## src/rtl/register_file_16x32.sv

```systemverilog
// register_file_16x32: 2-read/1-write register file with saturating write counter.
// Define REGFILE_BYPASS_EN to forward same-cycle write data to matching read ports.
module register_file_16x32 #(
  parameter int DATA_W = 32,
  parameter int NREGS  = 16,
  localparam int AW    = $clog2(NREGS)
) (
  input  logic              clk,
  input  logic              clr,
  input  logic              ld_en,
  input  logic [AW-1:0]     wr_addr,
  input  logic [DATA_W-1:0] wr_data,
  input  logic [AW-1:0]     rd_addr_a,
  input  logic [AW-1:0]     rd_addr_b,
  output logic [DATA_W-1:0] rd_data_a,
  output logic [DATA_W-1:0] rd_data_b,
  output logic [7:0]        wr_count
);
  logic [DATA_W-1:0] regs [NREGS];
  logic [NREGS-1:0]  we;
  always_comb we = ld_en ? (NREGS'(1) << wr_addr) : '0;
  always_ff @(posedge clk)
    for (int i = 0; i < NREGS; i++)
      if (clr) regs[i] <= '0;
      else if (we[i]) regs[i] <= wr_data;
  always_ff @(posedge clk)
    if (clr) wr_count <= '0;
    else if (ld_en && wr_count != 8'hFF) wr_count <= wr_count + 8'd1;
`ifdef REGFILE_BYPASS_EN
  logic fwd;
  always_comb begin
    fwd = ld_en && !clr;
    rd_data_a = (fwd && rd_addr_a == wr_addr) ? wr_data : regs[rd_addr_a];
    rd_data_b = (fwd && rd_addr_b == wr_addr) ? wr_data : regs[rd_addr_b];
  end
`else
  always_comb begin
    rd_data_a = regs[rd_addr_a];
    rd_data_b = regs[rd_addr_b];
  end
`endif
endmodule

```

## config.mk

```make
export PLATFORM = sky130hd
export DESIGN_NAME = register_file_16x32
export DESIGN_NICKNAME = d
export VERILOG_FILES = /design/src/rtl/register_file_16x32.sv
export SDC_FILE = /design/constraint.sdc
export NUM_CORES = 1
export LEC_CHECK = 0
export CORE_AREA = 4 4 246 248
export DETAILED_ROUTE_END_ITERATION = 6
export DIE_AREA = 0 0 250 252
export SYNTH_ARGS = -nofsm -noshare
export SYNTH_HDL_FRONTEND = slang
export SYNTH_SLANG_ARGS = --single-unit
```

## constraint.sdc

```tcl
create_clock -name clk -period 6 [get_ports clk]
set_input_delay 0.6 -clock clk [delete_from_list [all_inputs] [get_ports clk]]
set_output_delay 0.6 -clock clk [all_outputs]
set_load 0.01 [all_outputs]
```

Yosys cells after proc, flatten, opt, wreduce, memory -nomap -nowiden --
Memory sizes are Yosys's and may differ from the RTL's. Index checks and enable logic that the tools add are counted.
Storage, ports and cells: memories kept 1, bits in read-only memories 0, RAM bits 512, latch bits 0, register bits 8, logic and storage cells 89, input port bits 47, output and inout bits 72
Memory list:
- regs | words 16, bits a word 32, read ports 2, clocked after Yosys merged registers in 0, write ports 16, RTL line 19 | logic [DATA_W-1:0] regs [NREGS];
Operators by class: reductions and logical operators 1, add/sub/neg operators 1, multiplexer cells 67, multipliers 0, shifts and indexed selects 1, magnitude comparators 0, divide/modulo/power cells 0, equal/unequal tests 1, bitwise gates (word level) 16
Operators by type and width (count):
- $mux W32 | 16
- $mux W1 | 50
- $mux W16 | 1
- $or A1 B1 Y1 | 16
- $shl A1 B4 Y16 const A | 1
- $add A8 B1 Y8 const B | 1
- $ne A8 B8 Y1 const B | 1
- $logic_and A1 B1 Y1 | 1

Longest topological paths before layout --
Gate-level depths: netlist of the first run.
word-level depth 6, mapped depth 6, mapped depth without buffers 5

Worst setup path after synthesis of the first run --
Ideal clock, no wire load.
path type in2reg, start in wr_addr[3], end mem regs[4][0], enable pin, data arrival time 2.626 ns, data required time 5.572 ns, cell stages on the path 3, setup time 0.428 ns, slack 2.946 ns, path buffers 1, cell sequence or2_2 -> clkbuf_1 -> o21bai_1
RTL lines:
- start: declaration | RTL line 11 | input logic [AW-1:0] wr_addr,
- end: declaration | RTL line 19

Final worst setup path of the first run --
start in rd_addr_b[3], end out rd_data_b[0]
Between the ends: cells in the longest elaborated chain, start to end 1
Ends and longest elaborated chain:
- start: declaration | RTL line 14 | input logic [AW-1:0] rd_addr_b,
- $mem_v2 Z16 W32
- end: declaration | RTL line 16 | output logic [DATA_W-1:0] rd_data_b,
Every way passes these cells.

==> results of run 1 <==
logic make-up after synthesis:
group / count (synthesis) / share of synthesized area
adder cells (fa/ha/maj): 1 / 0.000461
AND/OR/NAND/NOR: 631 / 0.140
AO/OA/AOI/OAI: 155 / 0.0425
buffers and inverters: 175 / 0.0300
flip-flops: 520 / 0.573
XOR/XNOR: 2 / 0.000646
multiplexers: 258 / 0.213
cell type report:
cell class              instances  share of cell area
well taps                     773              0.0314
flip-flops and latches        520               0.504
clock buffers                  72              0.0494
multi-input cells            1047               0.358
inverters                       3            0.000365
clock inverters                30             0.00746
diodes                          1           0.0000811
repair buffers                159              0.0499
flip-flops by register name, indices dropped and copies added (netlist names):
name	count
wr_count	8
regs	512
stage by stage:
| stage | power [mW] | util |
|---|---|---|
| global route | 9.07 | 0.528 |
| global placement | 5.46 | 0.498 |
| detailed placement | 5.48 | 0.498 |
| floorplan | 5.00 | - |
| CTS | 8.83 | 0.528 |
| finish | 8.79 | 0.528 |
power by group through the flow:
| stage | logic [mW] | registers (mW) | clock network [mW] |
|---|---|---|---|
| final | 1.10 | 4.31 | 3.38 |
| after global routing | 1.16 | 4.33 | 3.58 |
| after CTS | 1.10 | 4.31 | 3.42 |
| after detailed placement | 1.10 | 4.38 | 0 |
| after global placement | 1.10 | 4.36 | 0 |
| after floorplan | 0.649 | 4.35 | 0 |
cell usage in the layout, fill, tap and decap left out, types with 5 or more instances in the layout:
cell type,Yosys,final
clkbuf_16,0,59
mux4_2,256,256
nor2_1,21,7
edfxtp_1,512,512
a22oi_1,128,128
nor2_4,4,18
and2_1,490,488
o21bai_4,0,12
dfxtp_1,8,8
buf_4,7,38
nand2_1,68,68
clkinv_2,0,11
nor2b_4,1,5
clkbuf_1,112,13
clkdlybuf4s50_1,0,114
clkinv_1,0,11
nand3_1,5,5
and2_2,24,26
worst max-delay path by stage:
stage / from / endpoint / slack (ps)
6_report: rd_addr_b[3] / rd_data_b[0] / 1910
5_1_grt: rd_addr_b[3] / rd_data_b[19] / 1900
4_1_cts: rd_addr_b[3] / rd_data_b[0] / 2010
3_5_place_dp: rd_addr_b[3] / rd_data_b[0] / 2010
3_3_place_gp: rd_addr_b[3] / rd_data_b[0] / 2030
2_1_floorplan: wr_addr[3] / regs[4][0] / 2950
layer usage:
layer,track usage,wire [microns],part of all wire
met5,0,7,0.000087
met2,0.420,39500,0.49
met4,0.0620,1860,0.023
met3,0.0475,6170,0.076
met1,0.363,33300,0.41
critical path: stages:
cell and delay [ps]:
clkdlybuf4s50_1 650, nor2b_4 860, buf_4 480, a22oi_1 180, nand2_1 150, clkdlybuf4s50_1 550
==> run_results.csv, run 1 <==
group,metric,value,unit
layout,instances_no_fill,2605,
sta,clock_skew,5.68,ps
clocking,cts_buffer_depth,3,
floorplan,rows,89,
power,switching_power,2.14,mW
grt,track_usage,0.257,
sta,worst_pin_slew,1260,ps
worst_setup_path,reg2reg_slack,4310,ps
placed_design,io_buffers,118,
layout,area_delta_synth_final,13.8,%
detailed_routing,drt_wl_total,80900,microns
detailed_routing,post_drt_via_cell_ratio,6.21,
synthesis,yosysSeqAreaShare,0.573,
layout,nNetsFinal,1836,
worst_setup_path,path_max_fanout,18,
placed_design,pre_cts_ws,2010,ps
placed_design,place_hpwl,43800,microns
sta,slew_headroom,0.162,
sta,finalHoldViolations,0,
sta,fin_ws,1910,ps
sta,max_freq,245,MHz
clocking,clkTransAtPathRegs,50,ps
hold_path,hp-start,"wr_count[7]",
synthesis,synth_edf_count,512,
worst_setup_path,r2r_end,"wr_count[1]",
power,power_density,285,nW/um^2
floorplan,ioPinCount,119,
layout,multi_input_area,11000,sq um
grt,grt_pass1_wl,118000,microns
clocking,cts_tree,"built",
detailed_routing,wire_per_inst,31.1,microns
detailed_routing,num_vias,16200,
clocking,hold_buffers,0,
detailed_routing,antenna_left,0,
synthesis,syn-num-nets,1790,
grt,grt_pass1_vias,17200,
floorplan,die_h,252,microns
grt,grt_antenna_before_repair,2,
flow_run,cap_viol_max_count,0,
synthesis,synth_top_area_share,0.567,
clocking,insertion_delay,610,ps
synthesis,synth.top_cells.by_count,"512 x edfxtp_1, 490 x and2_1, 256 x mux4_2",
sta,fin_tns_setup,0,ps
synthesis,ys.warnings.count,0,
hold_path,hp-class,"reg2reg",
layout,nFillCells,4723,
sta,finalCritPeriodShare,0.681,
worst_setup_path,r2r_cells,5,
clocking,cts_root_buf,"clkbuf_16",
layout,ff_latch_area,15500,sq um
floorplan,start_util,0.464,
sta,maxSlewViolCount,0,
sta,hold_slack,541,ps
synthesis,synth_most_common_cell,"edfxtp_1",
power,power.leakage,10.5,nW
clocking,post_cts_buffers,0,
clocking,cts_buffers,57,
power,clockPowerShare,0.385,
power,switching_share,0.244,
placed_design,gp_congestion,0.769,
clocking,cts.sinks,520,
grt,grt_max_degree,67,
power,seqPwrFrac,0.490,
sta,finalWorstPathRequiredPeriod,4090,ps
worst_setup_path,crit_required,5400,ps
synthesis,async_flop_share,0,
hold_path,holdPathEnd,"wr_count[7]",
power,internal-power,6.64,mW
synthesis,synth_top_area_cell,"edfxtp_1",
synthesis,synth-seq-cells,520,
synthesis,synth_flop_cell,"edfxtp_1",
detailed_routing,firstDrtPassIters,7,
placed_design,placed_area,29100,sq um
sta,rsz0062_at_grt,"false",
synthesis,synth_cells,1742,
clocking,ctsHtreeMaxLevel,2,
synthesis,syn-mean-instance-area,15.6,sq um
clocking,cts_resized,0,
layout,drive_above_1_share,0.245,
power,ir_drop,210,uV
worst_setup_path,cp-end-kind,"output port",
synthesis,synthesis.area,27100,sq um
layout,final_area,30800,sq um
sta,setup_viol,0,
hold_path,min_path_cells,1,
floorplan,core_area,58500,sq um
outcome,outcome,"complete, no violations",
floorplan,dieArea,63000,sq um
detailed_routing,drt_iter0_markers,1897,
floorplan,die_w,250,microns
detailed_routing,drc,0,
synthesis,synthDistinctLibCells,40,
worst_setup_path,rr_startpoint,"wr_count[0]",
worst_setup_path,start_kind,"input port",
synthesis,synthTopCellsByArea,"edfxtp_1 57%, mux4_2 21%, and2_1 11%",
placed_design,dpl.cell_count,2502,
worst_setup_path,criticalPathCategory,"in2out",
grt,overflow,0,
power,pwr-share-comb,0.125,
worst_setup_path,worstPathArrival,3490,ps
Note: power is estimated with default switching activity, not from simulation.
==> run 2, diff against run 1 <==
- PLACE_DENSITY: unset -> 0.66
- clock period: 6 -> 3.5 ns (I/O delays scaled with it)
==> run_results.csv, run 2 (synthesis results as in run 1) <==
group,metric,value,unit
detailed_routing,firstDrtPassIters,5,
power,ir_drop,398,uV
outcome,outcome,"complete, no violations",
grt,overflow,0,
grt,grt_pass1_vias,17200,
placed_design,placed_area,29700,sq um
grt,track_usage,0.240,
detailed_routing,drt_iter0_markers,1847,
floorplan,die_h,252,microns
sta,finalCritPeriodShare,0.892,
floorplan,start_util,0.464,
worst_setup_path,slowest_delay,680,ps
power,power.leakage,10.7,nW
floorplan,ioPinCount,119,
sta,clock_skew,0.598,ps
sta,maxSlewViolCount,0,
worst_setup_path,path_cells,"clkdlybuf4s50_1 -> nor2b_4 -> buf_4 -> a22oi_1 -> nand2_1 -> clkdlybuf4s50_1",
clocking,insertion_delay,600,ps
floorplan,core_area,58500,sq um
clocking,cts_resized,0,
worst_setup_path,start_kind,"input port",
sta,worst_pin_slew,1100,ps
sta,fin_tns_setup,0,ps
worst_setup_path,criticalPathCategory,"in2out",
layout,final_area,31400,sq um
layout,drive_above_1_share,0.256,
clocking,cts_buffers,54,
worst_setup_path,path_common_cell,"clkdlybuf4s50_1",
layout,diodes,0,
floorplan,die_w,250,microns
layout,final_cell_mix,"512 x edfxtp_1, 488 x and2_1, 256 x mux4_2, 128 x a22oi_1, 114 x clkdlybuf4s50_1",
clocking,clkTransAtPathRegs,60,ps
layout,instances_no_fill,2639,
detailed_routing,drc,0,
flow_run,cap_viol_max_count,0,
placed_design,io_buffers,118,
clocking,cts_root_buf,"clkbuf_16",
worst_setup_path,worstPathArrival,2770,ps
worst_setup_path,path_max_fanout,15,
clocking,cts.sinks,520,
detailed_routing,wire_per_inst,28.9,microns
placed_design,dpl.cell_count,2540,
layout,largestRegisters,"regs x512, wr_count x8",
sta,max_freq,320,MHz
clocking,cts_tree,"built",
clocking,hold_buffers,0,
power,power_density,468,nW/um^2
detailed_routing,drt_wl_total,76200,microns
clocking,ctsHtreeMaxLevel,2,
placed_design,gp_congestion,0.799,
sta,rsz0062_at_grt,"false",
layout,largest_register,"regs",
worst_setup_path,cp_slowest_cell,"clkdlybuf4s50_1",
hold_path,hp-class,"reg2reg",
grt,grt_max_degree,41,
layout,final_common_cell,"edfxtp_1",
layout,largest_reg_flops,512,
worst_setup_path,cp-end-kind,"output port",
worst_setup_path,crit_required,3150,ps
grt,grt_pass1_wl,112000,microns
sta,slew_headroom,0.268,
sta,finalWorstPathRequiredPeriod,3120,ps
clocking,cts_buffer_depth,3,
detailed_routing,post_drt_via_cell_ratio,6.20,
placed_design,place_hpwl,45800,microns
detailed_routing,num_vias,16400,
sta,finalHoldViolations,0,
layout,nNetsFinal,1871,
floorplan,dieArea,63000,sq um
detailed_routing,antenna_left,0,
sta,setup_viol,0,
floorplan,rows,89,
grt,grt_antenna_before_repair,0,
layout,area_delta_synth_final,15.6,%
clocking,post_cts_buffers,0,
-- run 2: worst max-delay path, delay by kind of cell --
family | cells | cell delay, ps
compound gates | 1 | 110
simple gates | 2 | 660
buf+inv | 3 | 1630
-- run 2: path summary, 6_finish.rpt --
check | startpoint | endpoint | slack, ps | depth (start not counted)
setup / recovery | rd_addr_a[2] | rd_data_a[6] | 380 | 6
hold / removal | wr_count[7] | wr_count[7] | 560 | 1
setup reg to reg | wr_count[0] | wr_count[1] | 1900 | 5
hold reg to reg | wr_count[7] | wr_count[7] | 560 | 1
-- run 2: cell type report --
type / count / area, sq um
Tap cell: 773 / 967
Multi-Input combinational cell: 1047 / 11000
Fill cell: 4704 / 27100
Sequential cell: 520 / 15500
Inverter: 3 / 11.3
Clock inverter: 30 / 186
Clock buffer: 69 / 1430
Timing Repair Buffer: 197 / 2180
-- run 2: metrics by stage --
step	util	setup WS (ps)	hold WS, ps	total power, mW
2_1_floorplan	-	696	422	8.57
3_3_place_gp	0.509	490	519	9.38
3_5_place_dp	0.509	435	537	9.44
4_1_cts	0.536	414	552	14.7
5_1_grt	0.536	349	575	15.1
6_report	0.536	377	559	14.7
-- run 2: where the power goes --
group	total [mW]	internal, mW	switching (mW)	leakage, nW
Sequential	7.38	7.21	0.171	4.97
Clock	5.36	2.95	2.41	0.783
Combinational	1.92	0.943	0.980	4.95
Total	14.7	11.1	3.56	10.7
-- run 2: per-layer routing --
metal | GRT usage | up-vias | routed length (microns)
met1 | 0.331 | 8580 | 30300
met5 | 0 | - | 0
met3 | 0.0390 | 106 | 6120
met2 | 0.410 | 769 | 38400
li1 | - | 6908 | -
met4 | 0.0547 | 0 | 1380
==> run 3, diff against run 2 <==
- HOLD_SLACK_MARGIN: unset -> 0.03
==> results of run 3 <==
Same layout as run 2: the final DEF is identical, and so are final timing and power.
==> edit, RTL diff (settings of run 3) <==
Change the parameter `DATA_W` from 32 to 16.
--- a/src/rtl/register_file_16x32.sv
+++ b/src/rtl/register_file_16x32.sv
@@ -1,7 +1,7 @@
 // register_file_16x32: 2-read/1-write register file with saturating write counter.
 // Define REGFILE_BYPASS_EN to forward same-cycle write data to matching read ports.
 module register_file_16x32 #(
-  parameter int DATA_W = 32,
+  parameter int DATA_W = 16,
   parameter int NREGS  = 16,
   localparam int AW    = $clog2(NREGS)
 ) (
Interface: changed (resized rd_data_a, rd_data_b and wr_data); port bits go from 119 to 71. No check against the original RTL was run, so the function may have changed too.
==> edit against run 3 <==
- first-iteration DRC count shrank 46%
- wire length shrank 48%
- design area shrank 48%
- clock power shrank 49%
- sequential cell count shrank 256
- sequential share of layout area shrank 1.7 points
- worst setup slack gained 0.31 ns
- largest cell class unchanged
- total power shrank 49%
- synthesized cell count shrank 47%
- area after synthesis shrank 49%
==> edit: results (changes against run 3) <==
Setup WS pre-CTS 0.624 ns (+0.190 ns); post-synthesis net count 948 (-47%); critical path arrival 2.47 ns (-0.30 ns); actual slew at the worst max-slew pin 0.699 ns (-0.396 ns); CTS buffer count 26 (-52%); Compound-Gate Fraction of Synth Area 0.0471 (+0.00455); Placed Cells 1724 (-32%); sequential-to-total area share from yosys stat 0.565 (-0.00766); leakage 5.52 nW (-48%); Unique masters post-synth 36 (-10%); 1st-iter DRT viols 998 (-46%); initial antenna violation count 2 (+2); top post-synthesis cells by area edfxtp_1 (55%), mux4_2 (21%), and2_1 (12%), a22oi_1 (3.5%), clkbuf_1 (1.4%); Worst VDD drop 0.356 mV (-10%); EDFF count, synth 256 (-50%); CTS max path bufs 3 (unchanged); Layout Cells excl Fill 1770 (-33%); DR vias 8529 (-48%); largest net degree at the start of global routing 65 (+59%); Post-DP HPWL 25500 µm (-44%); Total GRT Usage 0.122 (-0.118); commonest cells in the netlist and2_1 (258), edfxtp_1 (256), mux4_2 (128); DR pass1 iterations 5 (unchanged); clk_lat worst skew 0.54 ns (-0.06 ns); post-synthesis xor/xnor area fraction 0.00126 (+0.000616); status finished clean; mux cell area share after synthesis 0.210 (-0.00356); H-tree levels 1 (-1); GPL Wtd Cong 0.784 (-1.8%); worst hold path type reg2reg; # nets final 1011 (-46%); Avg WL per Cell 22.5 µm (-22%); IO buf count 70 (-41%); maximum fanout along the worst path 2 (-13); syn_area_per_cell 15.2 µm² (-2.6%); max incr delay on CP 0.52 ns (-0.16 ns); biggest regs regs (256), wr_count (8); total setup buffers inserted after CTS 0 (unchanged); layout cells sized above 1 0.235 (-0.0207); Clock Skew 0.00377 ns (+0.00317 ns); first-pass GRT wire length 58700 µm (-48%)
[edit: cell count changes after synthesis, moves of 9 or more]
cell / run 3 / this run
edfxtp_1: 512 / 256
and2_1: 490 / 258
mux4_2: 256 / 128
a22oi_1: 128 / 64
clkbuf_1: 112 / 50
nand2_1: 68 / 38
and2_2: 24 / 0
buf_2: 26 / 10
buf_1: 14 / 4
buf_6: 13 / 4
[edit: layout make-up]
type	instances	area, µm²
sequential	264	7850
multi-input combinational	569	5690
fill	5853	42100
inverter	3	11.3
timing repair buffer	115	1100
clock inverter	17	141
antenna	1	2.50
clock buffer	28	658
tap	773	967
[edit: cell families after synthesis]
| group | after synthesis |
|---|---|
| simple gates | 347 |
| flops | 264 |
| mux | 131 |
| buf+inv | 83 |
| compound gates | 88 |
| fa+ha+maj | 1 |
| xor+xnor | 2 |
[edit: report_power, final]
part | switching, W | internal, W | total (W)
sequential | 0.0000926 | 0.00365 | 0.00375
clock | 0.00121 | 0.00150 | 0.00272
combinational | 0.000514 | 0.000475 | 0.000989
total | 0.00182 | 0.00563 | 0.00745
[edit: per-layer routing]
layer	wire length, µm	track usage	share of wire	vias to the layer above
met5	0	0	0	-
li1	-	-	-	3650
met2	19500	0.203	0.49	423
met1	16000	0.164	0.40	4410
met4	684	0.0281	0.017	0
met3	3710	0.0296	0.093	46
[edit: worst paths after layout]
check | from | endpoint | slack, ns | depth (start not counted)
worst max-delay path | regs[0][2] | rd_data_a[2] | 0.68 | 4
worst min-delay path | wr_count[6] | wr_count[6] | 0.55 | 1
worst max register to register | wr_count[0] | wr_count[1] | 1.80 | 5
worst min register to register | wr_count[6] | wr_count[6] | 0.55 | 1
